<file path="src/rtl/apb_node_wd.sv">
// APB address-decoding node with a slave-response watchdog.
// Routes one master to NB_SLAVES windows, aborts slaves that never become ready.
module apb_node_wd #(
  parameter int NB_SLAVES      = 10,
  parameter int APB_ADDR_WIDTH = 32,
  parameter int APB_DATA_WIDTH = 32,
  parameter int TIMEOUT_CYCLES = 255
) (
  input  logic                                 clk,
  input  logic                                 rst,
  input  logic [APB_ADDR_WIDTH-1:0]            m_paddr_i,
  input  logic [APB_DATA_WIDTH-1:0]            m_pwdata_i,
  input  logic                                 m_pwrite_i,
  input  logic                                 m_psel_i,
  input  logic                                 m_penable_i,
  output logic [APB_DATA_WIDTH-1:0]            m_prdata_o,
  output logic                                 m_pready_o,
  output logic                                 m_pslverr_o,
  output logic [APB_ADDR_WIDTH-1:0]            s_paddr_o,
  output logic [APB_DATA_WIDTH-1:0]            s_pwdata_o,
  output logic                                 s_pwrite_o,
  output logic                                 s_penable_o,
  output logic [NB_SLAVES-1:0]                 s_psel_o,
  input  logic [NB_SLAVES*APB_DATA_WIDTH-1:0]  s_prdata_i,
  input  logic [NB_SLAVES-1:0]                 s_pready_i,
  input  logic [NB_SLAVES-1:0]                 s_pslverr_i,
  input  logic [NB_SLAVES*APB_ADDR_WIDTH-1:0]  start_addr_i,
  input  logic [NB_SLAVES*APB_ADDR_WIDTH-1:0]  end_addr_i,
  output logic                                 err_valid_o,
  output logic                                 err_timeout_o,
  output logic [APB_ADDR_WIDTH-1:0]            err_addr_o,
  output logic [15:0]                          err_cnt_o
);

  localparam int AW = APB_ADDR_WIDTH;
  localparam int DW = APB_DATA_WIDTH;
  localparam int IW = (NB_SLAVES > 1) ? $clog2(NB_SLAVES) : 1;
  localparam int CW = (TIMEOUT_CYCLES > 0) ?
                      $clog2(TIMEOUT_CYCLES + 1) : 1;

  typedef enum logic [1:0] {IDLE, WAIT, ABORT} state_t;

  state_t          state;
  logic [CW-1:0]   wait_cnt;
  logic            hit_any;
  logic [IW-1:0]   win;
  logic            access;
  logic            blocked;
  logic            sel_ready;
  logic            sel_err;
  logic [DW-1:0]   sel_rdata;
  logic            timeout;
  logic            dec_err;
  logic            err_event;

  assign s_paddr_o   = m_paddr_i;
  assign s_pwdata_o  = m_pwdata_i;
  assign s_pwrite_o  = m_pwrite_i;
  assign s_penable_o = m_penable_i;

  // Window decode; scanning downward leaves the lowest hit as winner
  always_comb begin
    hit_any = 1'b0;
    win     = '0;
    for (int k = NB_SLAVES - 1; k >= 0; k--) begin
      if (m_paddr_i >= start_addr_i[k*AW +: AW] &&
          m_paddr_i <= end_addr_i[k*AW +: AW]) begin
        hit_any = 1'b1;
        win     = IW'(k);
      end
    end
  end

  assign access    = m_psel_i & m_penable_i;
  // An aborted transfer stays blocked until the master starts a new setup
  assign blocked   = (state == ABORT) & access;
  assign sel_ready = s_pready_i[win];
  assign sel_err   = s_pslverr_i[win];
  assign sel_rdata = s_prdata_i[int'(win)*DW +: DW];

  assign timeout = (TIMEOUT_CYCLES != 0) && (state == WAIT) &&
                   access && hit_any && !sel_ready &&
                   (wait_cnt == CW'(TIMEOUT_CYCLES));
  assign dec_err   = access & ~hit_any & ~blocked;
  assign err_event = dec_err | timeout;

  // One-hot select towards the winning slave
  always_comb begin
    s_psel_o = '0;
    if (m_psel_i && hit_any && !blocked && !rst)
      s_psel_o[win] = 1'b1;
  end

  // Master response: forced error, slave mux, or idle zeros
  always_comb begin
    m_prdata_o  = '0;
    m_pready_o  = 1'b0;
    m_pslverr_o = 1'b0;
    if (m_psel_i && !blocked) begin
      if (err_event) begin
        m_pready_o  = 1'b1;
        m_pslverr_o = 1'b1;
      end else if (hit_any) begin
        m_prdata_o  = sel_rdata;
        m_pready_o  = sel_ready;
        m_pslverr_o = sel_err;
      end
    end
  end

  // Watchdog FSM and registered error reporting
  always_ff @(posedge clk) begin
    if (rst) begin
      state         <= IDLE;
      wait_cnt      <= '0;
      err_valid_o   <= 1'b0;
      err_timeout_o <= 1'b0;
      err_addr_o    <= '0;
      err_cnt_o     <= '0;
    end else begin
      unique case (state)
        IDLE: begin
          if (access && hit_any && !sel_ready) begin
            state    <= WAIT;
            wait_cnt <= CW'(1);
          end else begin
            wait_cnt <= '0;
          end
        end
        WAIT: begin
          if (!access || !hit_any || sel_ready) begin
            state    <= IDLE;
            wait_cnt <= '0;
          end else if (timeout) begin
            state    <= ABORT;
            wait_cnt <= '0;
          end else begin
            wait_cnt <= wait_cnt + CW'(1);
          end
        end
        ABORT: begin
          wait_cnt <= '0;
          if (!access)
            state <= IDLE;
        end
        default: begin
          state    <= IDLE;
          wait_cnt <= '0;
        end
      endcase
      err_valid_o <= err_event;
      if (err_event) begin
        err_timeout_o <= timeout;
        err_addr_o    <= m_paddr_i;
        if (err_cnt_o != 16'hFFFF)
          err_cnt_o <= err_cnt_o + 16'd1;
      end
    end
  end

endmodule

</file>
<file path="config.mk">
export PLATFORM = sky130hd
export DESIGN_NAME = apb_node_wd
export DESIGN_NICKNAME = d
export VERILOG_FILES = /design/src/rtl/apb_node_wd.sv
export SDC_FILE = /design/constraint.sdc
export NUM_CORES = 1
export LEC_CHECK = 0
export ABC_CLOCK_PERIOD_IN_PS = 10800
export CAP_MARGIN = 15
export CORE_AREA = 2 2 474 476
export DETAILED_ROUTE_END_ITERATION = 8
export DIE_AREA = 0 0 476 478
export DONT_BUFFER_PORTS = 1
export REMOVE_ABC_BUFFERS = 1
export SYNTH_ARGS = -nofsm -noshare
export SYNTH_HDL_FRONTEND = slang
export SYNTH_SLANG_ARGS = --single-unit
</file>
<file path="constraint.sdc">
create_clock -name clk -period 10.8 [get_ports clk]
set_input_delay 2.16 -clock clk [delete_from_list [all_inputs] [get_ports clk]]
set_output_delay 2.16 -clock clk [all_outputs]
set_load 0.01 [all_outputs]
</file>
==> out/metrics.yaml <==
outcome:
  outcome: "finished, final reports clean"
grt:
  grt_pass1_vias: 22569
  grt_overflow_total: 0
  antenna_found_initial: 130
  track_usage_pct: 14.2
  grt_max_degree: 98
  grt_pass1_wl_um: 212000
yosys:
  synth_xor_area_share_pct: 0.234
  synth_edf_count: 0
  synth_compound_area_share_pct: 22.5
  synth.area.top_cells: "ha_1, inv_1, a21oi_1"
  syn_area_mm2: 0.0224
  synth_top_flop_cell: "dfxtp_1"
  ys_seq_elements: 60
  ys_seq_area_share_pct: 5.36
  async_flop_share_pct: 0
  synthCells: 3110
  synth_mux_area_share_pct: 6.21
  synth_top_family_by_area: "adder cells"
  synth_top_area_share_pct: 35.8
  synth_area_leader_cell: "ha_1"
  synthAdderAreaFrac_pct: 35.8
  synth-simple-area-share_pct: 15.6
  post_synth_num_cell_types: 83
  ys.warnings.count: 0
  synth.avg_cell_area_um2: 7.21
power:
  seqPwrFrac_pct: 11.5
  vdd_drop_max_mv: 0.0573
  p_clk_share_pct: 15.9
  p_sw_mw: 1.05
  cellPowerDensity_mw_per_mm2: 74.8
  power_frac_comb_pct: 72.6
  switching_share_pct: 52.6
  p_leak_nw: 12.9
  p_int_mw: 0.943
clocking:
  hold_buffers: 0
  postCtsSetupBuffers: 0
  insertion_delay_ps: 390
  clkTransAtPathRegs_ps: 70
  cts.path.max_buffers: 2
  root_buffer: "clkbuf_16"
  cts_resized: 0
  tritoncts: "yes"
  cts_buffers: 9
  htree_num_levels: 3
  clock-sinks: 60
setup_path:
  max_stage_delay_ps: 690
  cp_cell_sequence: "inv_2, ha_1, nor2b_1, o21ai_0, a31oi_1, o21ai_0, a41oi_1, o21bai_1, or4b_2, o31ai_1, nor4_1, a21oi_2, o21a_4, or2b_2, a21oi_1, buf_4"
  critPathLaunchType: "input port"
  critPathTopFamily: "compound AO/OA/AOI/OAI gates"
  crit_required_ps: 8640
  crit_type: "input port to primary output"
  crit_slowest_cell: "or4b_2"
  cp_num_buf_inv: 2
  cp_max_fo: 32
  critPathCaptureType: "primary output"
  cp.depth: 16
  arrival_ps: 8070
  ff2ff_path_depth: 9
  cpMostUsedCell: "o21ai_0"
drt:
  vias_per_cell: 3.87
  drtPass1Iterations: 6
  wl_um: 171000
  drc: 0
  avgRoutedWirePerCell_um: 27.8
  num_vias: 23717
  drtIter0Drc: 1923
  ant_nets: 0
placed_design:
  place_hpwl_um: 147000
  globalplace.congestion: 1.01
  io_buffers: 0
min_path:
  hold_depth: 1
  hp-class: "flip-flop to flip-flop"
die:
  initial_core_util_pct: 10.0
  core-area_mm2: 0.223
  die_y_um: 478
  die-area_mm2: 0.228
  num_rows: 174
  io_pins: 1209
  die_x_um: 476
layout:
  syn2layout_area_growth_pct: 18.6
  final_nets: 4761
  drive_above_1_share_pct: 4.81
sta:
  fmax_mhz: 97.7
  clock_skew_ps: 17.1
  holdWs_ps: 489
  hold_viol_final: 0
  worst_pin_slew_ps: 1340
  min_period_ps: 10230
  tns_ps: 0
  setup_violations: 0
  relSlewSlack_pct: 9.80
  period_share_pct: 94.7
  drv_slew: 0
  rsz0062_at_grt: "no"
run:
  maxCapViolCount: 0
-- state kept, by name, indices dropped and copies added (netlist names) --
register       cells
err_addr_o        32
err_valid_o        1
state              2
err_timeout_o      1
wait_cnt           8
err_cnt_o         16
-- metal layers --
metal	wire, µm	up-vias	track usage [%]
met3	16600	377	4.77
li1	-	10964	-
met2	78200	1570	23.3
met5	248	-	0.0853
met4	11100	38	8.55
met1	64700	10768	15.8
-- synthesized netlist by cell type (all sizes together) (12+ instances only) --
master and count:
buf 89, nand4 92, a2111oi 12, nor2 201
nand2b 19, nand3 63, nor2b 22, and3 13
o21ai 150, a211o 41, mux2i 130, a21o 43
o21a 24, a221oi 21, nand2 153, o22ai 42
nor4 18, dfxtp 60, o211ai 49, o31ai 12
a211oi 57, a31oi 12, ha 642, and2 39
and4 15, clkbuf 48, a21oi 262, nor3 31
inv 641
-- path summary, 6_finish.rpt --
| kind | from | end | slack, ps |
|---|---|---|---|
| worst max register to register | wait_cnt[0] | err_addr_o[3] | 7770 |
| worst min register to register | state[0] | state[0] | 490 |
| worst min-delay path | state[0] | state[0] | 490 |
| worst max-delay path | m_paddr_i[0] | m_prdata_o[13] | 570 |
-- placed cells by master (no fill, tap or decap), drive strengths merged, types with 21 or more instances in the layout --
| master | synthesis | routed |
|---|---|---|
| buf | 89 | 86 |
| nor3 | 31 | 31 |
| dfxtp | 60 | 60 |
| mux2i | 130 | 130 |
| ha | 642 | 642 |
| nor2 | 201 | 201 |
| a221oi | 21 | 21 |
| and2 | 39 | 39 |
| a211o | 41 | 41 |
| o21a | 24 | 24 |
| o22ai | 42 | 42 |
| o21ai | 150 | 150 |
| a211oi | 57 | 57 |
| nor2b | 22 | 22 |
| nand2 | 153 | 153 |
| a21o | 43 | 43 |
| diode | 0 | 65 |
| nand4 | 92 | 92 |
| o211ai | 49 | 49 |
| a21oi | 262 | 262 |
| nand3 | 63 | 63 |
| inv | 641 | 642 |
-- power groups by stage --
stage          combinational, mW  sequential [mW]  clock (mW)
2_1_floorplan               1.04            0.231           0
3_3_place_gp                1.43            0.233           0
3_5_place_dp                1.43            0.233           0
4_1_cts                     1.44            0.228       0.329
5_1_grt                     1.58            0.229       0.335
6_report                    1.45            0.228       0.316
-- worst reg2reg max path: stages (launching register included) --
cell      delay [ps]
dfxtp_1          360
ha_1             220
nand2_1           60
nor2_1           140
and3_1           370
nand4b_1         240
o21ai_4          550
buf_4            560
mux2i_1          340
nor2_1            60
-- stage by stage --
step	instance area [µm²]	power [mW]	setup WS, ps	std cells	util (%)
final	26600	1.99	568	6132	11.9
after global routing	26500	2.14	158	6110	11.9
after CTS	26400	1.99	241	6067	11.8
after detailed placement	26100	1.66	246	6051	11.7
after global placement	26100	1.66	291	6051	11.7
after floorplan	21600	1.28	-15320	2973	-
-- logic make-up (layout without fill, tap and decap cells) --
group | Yosys count | after routing
compound gates | 785 | 785
buf+inv | 778 | 743
simple gates | 701 | 701
fa+ha+maj | 642 | 642
mux | 138 | 138
flops | 60 | 60
xor+xnor | 6 | 6
other cells | 0 | 65
-- final cells by class --
cell class	instances	area, µm²
Clock inverter	7	76.3
Tap cell	2992	3740
Multi-Input combinational cell	2272	18100
Sequential cell	60	1200
Clock buffer	9	225
Timing Repair Buffer	86	671
Fill cell	26033	197000
Antenna cell	65	163
Inverter	641	2410
Power figures use the tool's default switching activity.
